$ cat src/rtl/rob_ctrl.sv
// rob_ctrl: reorder-buffer head/tail pointers, dual in-order commit select and flush sequencing.
// Optional performance counters are compiled in when ROB_PERF_CNT_EN is defined.
module rob_ctrl #(
    parameter int ROB_DEPTH      = 16,
    parameter int PTR_W          = $clog2(ROB_DEPTH),
    parameter int RECOVER_CYCLES = 2
) (
    input  logic                 clock,
    input  logic                 reset_n,
    input  logic                 enq_valid,
    output logic                 enq_ready,
    output logic [PTR_W:0]       enq_robidx,
    output logic [ROB_DEPTH-1:0] entry_enq_valid,
    input  logic [ROB_DEPTH-1:0] entry_ready_to_commit,
    output logic [ROB_DEPTH-1:0] entry_commit_vld,
    output logic [1:0]           commit_valid,
    output logic [PTR_W-1:0]     commit_robidx0,
    output logic [PTR_W-1:0]     commit_robidx1,
    input  logic                 flush_req,
    output logic                 flush_vld,
    output logic [PTR_W:0]       rob_count,
    output logic                 rob_full,
    output logic                 rob_empty
`ifdef ROB_PERF_CNT_EN
    ,
    output logic [31:0]          perf_commit_cnt,
    output logic [31:0]          perf_full_stall_cnt
`endif
);
    typedef enum logic [1:0] {RUN, FLUSH, RECOVER} state_t;

    localparam logic [ROB_DEPTH-1:0] ONE = {{(ROB_DEPTH-1){1'b0}}, 1'b1};

    state_t           state;
    logic [3:0]       recover_cnt;
    logic [PTR_W:0]   head;
    logic [PTR_W:0]   tail;
    logic [PTR_W-1:0] head_idx;
    logic [PTR_W-1:0] head_nxt_idx;
    logic [PTR_W-1:0] tail_idx;
    logic [PTR_W:0]   commit_num;
    logic             run;
    logic             enq_fire;
    logic             commit0;
    logic             commit1;

    // Occupancy, handshake and in-order commit selection from the current pointers
    always_comb begin
        head_idx         = head[PTR_W-1:0];
        head_nxt_idx     = head_idx + 1'b1;
        tail_idx         = tail[PTR_W-1:0];
        run              = state == RUN;
        rob_count        = tail - head;
        rob_full         = (head_idx == tail_idx) && (head[PTR_W] != tail[PTR_W]);
        rob_empty        = head == tail;
        enq_ready        = run & ~rob_full & ~flush_req;
        enq_fire         = enq_valid & enq_ready;
        enq_robidx       = tail;
        entry_enq_valid  = enq_fire ? ONE << tail_idx : '0;
        commit0          = run & ~rob_empty & entry_ready_to_commit[head_idx];
        commit1          = commit0 & (|rob_count[PTR_W:1]) & entry_ready_to_commit[head_nxt_idx];
        commit_valid     = {commit1, commit0};
        commit_robidx0   = commit0 ? head_idx : '0;
        commit_robidx1   = commit1 ? head_nxt_idx : '0;
        entry_commit_vld = (commit0 ? ONE << head_idx : '0) | (commit1 ? ONE << head_nxt_idx : '0);
        commit_num       = {{(PTR_W-1){1'b0}}, commit1, commit0 & ~commit1};
    end

    // Pointer advance and RUN -> FLUSH -> RECOVER -> RUN sequencing; flush_vld is registered
    always_ff @(posedge clock or negedge reset_n) begin
        if (!reset_n) begin
            state       <= RUN;
            recover_cnt <= '0;
            head        <= '0;
            tail        <= '0;
            flush_vld   <= 1'b0;
        end else begin
            case (state)
                RUN: begin
                    head <= head + commit_num;
                    tail <= tail + {{PTR_W{1'b0}}, enq_fire};
                    if (flush_req) begin
                        state     <= FLUSH;
                        flush_vld <= 1'b1;
                    end
                end
                FLUSH: begin
                    head        <= '0;
                    tail        <= '0;
                    recover_cnt <= 4'(RECOVER_CYCLES - 1);
                    state       <= flush_req ? FLUSH : RECOVER;
                    flush_vld   <= flush_req;
                end
                default: begin
                    if (flush_req) begin
                        state     <= FLUSH;
                        flush_vld <= 1'b1;
                    end else if (recover_cnt == '0) begin
                        state <= RUN;
                    end else begin
                        recover_cnt <= recover_cnt - 1'b1;
                    end
                end
            endcase
        end
    end

`ifdef ROB_PERF_CNT_EN
    // Commit and full-stall statistics; only reset clears them, flushes do not
    always_ff @(posedge clock or negedge reset_n) begin
        if (!reset_n) begin
            perf_commit_cnt     <= '0;
            perf_full_stall_cnt <= '0;
        end else begin
            perf_commit_cnt     <= perf_commit_cnt + 32'(commit_num);
            perf_full_stall_cnt <= perf_full_stall_cnt + {31'b0, enq_valid & rob_full & run};
        end
    end
`endif

endmodule

$ cat config.mk
export PLATFORM = sky130hd
export DESIGN_NAME = rob_ctrl
export DESIGN_NICKNAME = d
export VERILOG_FILES = /design/src/rtl/rob_ctrl.sv
export SDC_FILE = /design/constraint.sdc
export NUM_CORES = 1
export LEC_CHECK = 0
export CAP_MARGIN = 0
export CORE_AREA = 2 2 72 91
export CTS_CLUSTER_SIZE = 14
export DETAILED_ROUTE_END_ITERATION = 6
export DIE_AREA = 0 0 74 93
export DONT_BUFFER_PORTS = 1
export PLACE_DENSITY = 0.51
export SYNTH_ARGS = -nofsm -noshare
export SYNTH_HDL_FRONTEND = slang
export SYNTH_SLANG_ARGS = --single-unit
export TNS_END_PERCENT = 10
$ cat constraint.sdc
create_clock -name clock -period 4.5 [get_ports clock]
set_input_delay 0.45 -clock clock [delete_from_list [all_inputs] [get_ports clock]]
set_output_delay 0.45 -clock clock [all_outputs]
set_load 0.005 [all_outputs]
### Word level (Yosys, flattened, before mapping)

Index checks and enable logic that the tools add are counted.

* logic and storage cells: 66
* register bits after elaboration: 17
* input bits: 20

* equal/unequal tests: 7
* muxes and demuxes: 21
* reduce and logical (&&, ||, !) cells: 9
* bitwise operators: 14
* add/subtract/negate cells: 5
* order comparisons: 2
* shift operators: 3

Operators by type and width (number)
* $mux W16: 3
* $shl A1 B4 Y16 const A: 3
* $pmux W5 S2: 2
* $mux W4: 4
* $or A16 B16 Y16: 1
* $lt A4 B5 Y1 const B: 2
* $and A1 B1 Y1: 8
* $bmux W1 S4: 2
* $mux W2: 4
* $pmux W4 S2: 1
* $add A5 B1 Y5: 1
* $add A5 B2 Y5: 1
* $eq A5 B5 Y1: 1
* $not A1 Y1: 5
* $sub A5 B5 Y5: 1
* $add A4 B1 Y4 const B: 1
* $eq A4 B4 Y1: 1
* $logic_not A4 Y1: 1
* $mux W1: 4
* $ne A2 B1 Y1 const B: 2
* $pmux W2 S2: 1
* $reduce_bool A2 Y1: 2
* $reduce_or A4 Y1: 1
* $sub A4 B1 Y4 const B: 1
* other kinds (8): 8

### Logic depth before layout (Yosys ltp)

* depth after elaboration: 10
* depth in mapped cells: 16

### Least setup slack after synthesis

Ideal clock, no wire load.

* kind: register to register
* from: register head[0]
* to: register head[4]
* cell stages (with the launch flop): 16
* path buffers: 2
* arrival: 3521 ps
* period minus slack after synthesis: 3655 ps
* setup slack: 845 ps
* cell sequence: dfrtp_1 -> buf_4 -> inv_1 -> ha_1 -> buf_2 -> mux2_2 -> mux4_2 -> mux2i_2 -> nor2_1 -> nor2_1 -> ha_1 -> inv_1 -> fa_1 -> nor3_1 -> mux2i_1 -> o21ai_0

* longest elaborated chain between the ends: 10
* elaborated cells on any way between the ends: 17
* those cells by class: add/sub: 3; eq/ne: 1; mux: 5; bitwise: 7; reduce/logical: 1

Ends and longest elaborated chain
* start, declared: line 36 `logic [PTR_W:0] head;`
* start signal, assigned: line 80 `head <= head + commit_num;`
* parallel branches: the longest is 8 deep, another holds $add A4 B1 Y4
* $add A5 B2 Y5 (*): line 80
* $pmux W5 S2 (*): line 78 `case (state)`

Every way passes the cells marked *. The select of a mux whose other input is x is not followed.
A chain may end at the register's enable or synchronous reset.

### Final worst setup path

* from: register head[1]
* to: register head[4]

The elaborated chain is that of the path after synthesis.

==> run_summary.xml <==
<?xml version="1.0" encoding="UTF-8"?>
<metrics>
  <group name="yosys">
    <metric name="number_of_enable_flip_flop_cells_after_synthesis" unit="">0</metric>
    <metric name="synth_flop_type" unit="">dfrtp_1</metric>
    <metric name="post_synth.cell_area_avg" unit="um^2">9.02</metric>
    <metric name="synth_compound_gate_area_share" unit="">0.164</metric>
    <metric name="postSynth.asyncResetShare" unit="">1.00</metric>
    <metric name="synth_top_family_by_area" unit="">simple AND/OR/NAND/NOR gates</metric>
    <metric name="yosys.area.top_type_share" unit="">0.207</metric>
    <metric name="syn_area" unit="um^2">2060</metric>
    <metric name="post_synth_xor_area_fraction" unit="">0.0328</metric>
    <metric name="fraction_of_the_mapped_netlist_area_in_simple_logic_gates" unit="">0.256</metric>
    <metric name="post_synth_main_area_contributors" unit="">dfrtp_1, ha_1, nor2_1, a22o_1, mux4_2</metric>
    <metric name="ys_ff_latch" unit="">17</metric>
    <metric name="netlist.top_cell.by_area" unit="">dfrtp_1</metric>
    <metric name="postSynthNetCount" unit="">267</metric>
    <metric name="synthesis.yosys.warnings" unit="">0</metric>
    <metric name="synthCells" unit="">228</metric>
    <metric name="post_synth_mux_area_share" unit="">0.142</metric>
    <metric name="synth-adder-area-share" unit="">0.123</metric>
    <metric name="number_of_distinct_library_cell_variants_in_the_gate_level_netlist_after_synthesis" unit="">52</metric>
    <metric name="seq_area_frac_synth" unit="">0.207</metric>
  </group>
  <group name="floorplanning">
    <metric name="boundaryPins" unit="">76</metric>
    <metric name="fp.dieW" unit="um">74</metric>
    <metric name="core.rowCount" unit="">32</metric>
    <metric name="die_h" unit="um">93</metric>
    <metric name="initial_core_util" unit="">0.340</metric>
    <metric name="design.die.area" unit="um^2">6880</metric>
    <metric name="placeableCoreArea" unit="um^2">6050</metric>
  </group>
  <group name="timing">
    <metric name="tns" unit="ns">0</metric>
    <metric name="grt_setup_unrepaired" unit="">false</metric>
    <metric name="achievable-frequency" unit="MHz">249</metric>
    <metric name="clock-skew-final" unit="ns">0.00117</metric>
    <metric name="max_slew_margin" unit="">0.467</metric>
    <metric name="period_needed" unit="ns">4.01</metric>
    <metric name="period_utilization" unit="">0.891</metric>
    <metric name="tightest_slew" unit="ns">0.796</metric>
    <metric name="hold-worst-slack" unit="ns">0.282</metric>
    <metric name="slew_viol_final" unit="">0</metric>
    <metric name="setup_viol" unit="">0</metric>
    <metric name="final_hold_viol_count" unit="">0</metric>
  </group>
  <group name="clock_tree">
    <metric name="worst_setup_hold_path_clk_slew" unit="ns">0.07</metric>
    <metric name="cts.root.buffer_cell" unit="">clkbuf_8</metric>
    <metric name="clock_path_buffers" unit="">2</metric>
    <metric name="clk-insertion-delay-late" unit="ns">0.25</metric>
    <metric name="tritoncts" unit="">yes</metric>
    <metric name="cts_buffers" unit="">3</metric>
    <metric name="cts_post_setup_buffers_inserted" unit="">0</metric>
    <metric name="cts.htree.levels" unit="">1</metric>
    <metric name="numClockSinks" unit="">17</metric>
  </group>
  <group name="global_route">
    <metric name="grt_antenna_before_repair" unit="">0</metric>
    <metric name="grt_pass1_wl" unit="mm">7.73</metric>
    <metric name="total_global_routing_overflow" unit="">0</metric>
    <metric name="grtUsageTotal" unit="">0.143</metric>
    <metric name="grt_start_max_net_pins" unit="">22</metric>
    <metric name="via_count_of_the_first_global_routing_pass" unit="">1586</metric>
  </group>
  <group name="power_and_ir_drop">
    <metric name="p_seq_frac" unit="">0.402</metric>
    <metric name="ir_worst_vdd" unit="uV">200</metric>
    <metric name="power.leakage" unit="nW">0.870</metric>
    <metric name="design_power_total" unit="uW">473</metric>
    <metric name="power-per-cell-area" unit="nW/um^2">221</metric>
    <metric name="power_switching" unit="uW">175</metric>
    <metric name="combinationalPowerShare" unit="">0.354</metric>
    <metric name="intPower" unit="uW">298</metric>
    <metric name="p_sw_frac" unit="">0.370</metric>
    <metric name="p_clk_frac" unit="">0.244</metric>
  </group>
  <group name="routing">
    <metric name="drtAntennaViolNets" unit="">0</metric>
    <metric name="firstDrtPassIters" unit="">6</metric>
    <metric name="detail_route.wl_per_cell" unit="um">16.1</metric>
    <metric name="detailedRoute.firstIterationViolations" unit="">52</metric>
    <metric name="via_density" unit="">5.48</metric>
    <metric name="finalWirelength" unit="mm">4.90</metric>
    <metric name="detail_route.drc_violations" unit="">0</metric>
    <metric name="route.vias.total" unit="">1666</metric>
  </group>
  <group name="worst_setup_path">
    <metric name="critical_path.startpoint_type" unit="">flop</metric>
    <metric name="worstPathArrival" unit="ns">4.14</metric>
    <metric name="reg2reg_to" unit="">head[4]$_DFFE_PN0P_</metric>
    <metric name="ff2ff_path_depth" unit="">13</metric>
    <metric name="critical_path.max_fanout" unit="">10</metric>
    <metric name="crit_start" unit="">head[1]$_DFFE_PN0P_</metric>
    <metric name="worstPathRequired" unit="ns">4.63</metric>
    <metric name="rrSetupSlack" unit="ns">0.49</metric>
    <metric name="r2r_start" unit="">head[1]$_DFFE_PN0P_</metric>
    <metric name="endpoint_class_of_the_critical_path" unit="">flop</metric>
    <metric name="crit_end" unit="">head[4]$_DFFE_PN0P_</metric>
    <metric name="worst-setup-path-type" unit="">reg2reg</metric>
  </group>
  <group name="final_layout">
    <metric name="syn2layout_area_growth" unit="%">3.95</metric>
    <metric name="mostFrequentLayoutCell" unit="">nor2_1</metric>
    <metric name="layoutNonFillerInstCount" unit="">304</metric>
    <metric name="antenna_cells" unit="">0</metric>
    <metric name="final_cell_mix" unit="">nor2_1, ha_1, dfrtp_1</metric>
    <metric name="fin_nets" unit="">259</metric>
    <metric name="layout-drive-gt1-share" unit="">0.151</metric>
  </group>
  <group name="placement">
    <metric name="detailedPlacementHpwl" unit="mm">3.80</metric>
    <metric name="dp.cells" unit="">299</metric>
    <metric name="gpl.final_weighted_congestion" unit="">0.806</metric>
    <metric name="port_buffers" unit="">0</metric>
  </group>
  <group name="status">
    <metric name="run_status" unit="">finished, final reports clean</metric>
  </group>
  <group name="worst_hold_path">
    <metric name="holdCritPathClass" unit="">in2reg</metric>
    <metric name="min_path_cells" unit="">1</metric>
  </group>
  <group name="run">
    <metric name="max_cap_violations" unit="">0</metric>
  </group>
</metrics>
## power groups by stage
stage	Sequential [mW]	Combinational (mW)	Clock [mW]
2_1_floorplan	0.187	0.146	0
3_3_place_gp	0.194	0.165	0
3_5_place_dp	0.193	0.166	0
4_1_cts	0.191	0.170	0.122
5_1_grt	0.195	0.190	0.129
6_report	0.190	0.167	0.115
## kinds of logic (layout without fill, tap and decap cells)
group | Yosys count | count (layout)
buf+inv | 30 | 21
flops | 17 | 17
fa+ha+maj | 19 | 19
compound gates | 42 | 42
simple gates | 94 | 94
mux | 20 | 20
xor+xnor | 6 | 6
## metal layers
metal  track usage  part of all wire
met3        0.0237             0.068
met2         0.256              0.52
met4        0.0364             0.011
met1         0.176              0.40
met5             0                 0
## cells in the mapped netlist, drive strengths merged, types with 5 or more instances
library cell,count
nor2,36
dfrtp,17
ha,17
nand2,16
a22o,13
inv,12
nor3,12
buf,10
clkbuf,8
a21oi,7
mux2,7
mux2i,7
o21ai,7
a32o,6
mux4,6
nand3,6
nor4,5
## registers in the layout (all words and copies together) (netlist names)
| name | count |
|---|---|
| enq_robidx | 5 |
| head | 5 |
| recover_cnt | 4 |
| state | 2 |
| flush_vld | 1 |
## per-stage QoR
step	setup slack, ns	area [um^2]	util
4_1_cts	0.465	2140	0.354
3_5_place_dp	0.477	2080	0.344
2_1_floorplan	0.845	2060	-
3_3_place_gp	0.586	2080	0.344
5_1_grt	0.0912	2140	0.354
6_report	0.489	2140	0.354
## worst max-delay path, stage by stage (launching register included)
cell and delay (ns):
dfrtp_1 0.53, inv_1 0.27, ha_1 0.54, mux2_2 0.39
mux4_2 0.48, mux2i_2 0.33, nor2_1 0.09, nor2_1 0.11
ha_1 0.18, inv_1 0.05, fa_1 0.39, nor3_1 0.24
mux2i_1 0.20, o21ai_0 0.09
## worst min-delay path by stage
stage,slack [ns],to,from
after floorplan,0.15,enq_robidx[0]$_DFFE_PN0P_,reset_n
after global placement,0.15,recover_cnt[0]$_DFFE_PN0P_,reset_n
after global routing,0.27,flush_vld$_DFFE_PN0P_,flush_req
after CTS,0.27,state[0]$_DFFE_PN0P_,flush_req
after detailed placement,0.16,recover_cnt[1]$_DFFE_PN0P_,reset_n
final,0.28,flush_vld$_DFFE_PN0P_,flush_req
## area by class of cell
class	instances	area [um^2]
clock inverter	1	5.00
clock buffer	3	41.3
inverter	12	45.0
tap	85	106
fill	622	3910
timing repair buffer	5	40.0
sequential	17	425
multi-input combinational	181	1480
## what timing repair did
action                    CTS  global route
hold buffers                1             0
resized for setup           0             0
hold endpoints to repair   17             0
No activity file was read; power rests on OpenSTA's default activity.
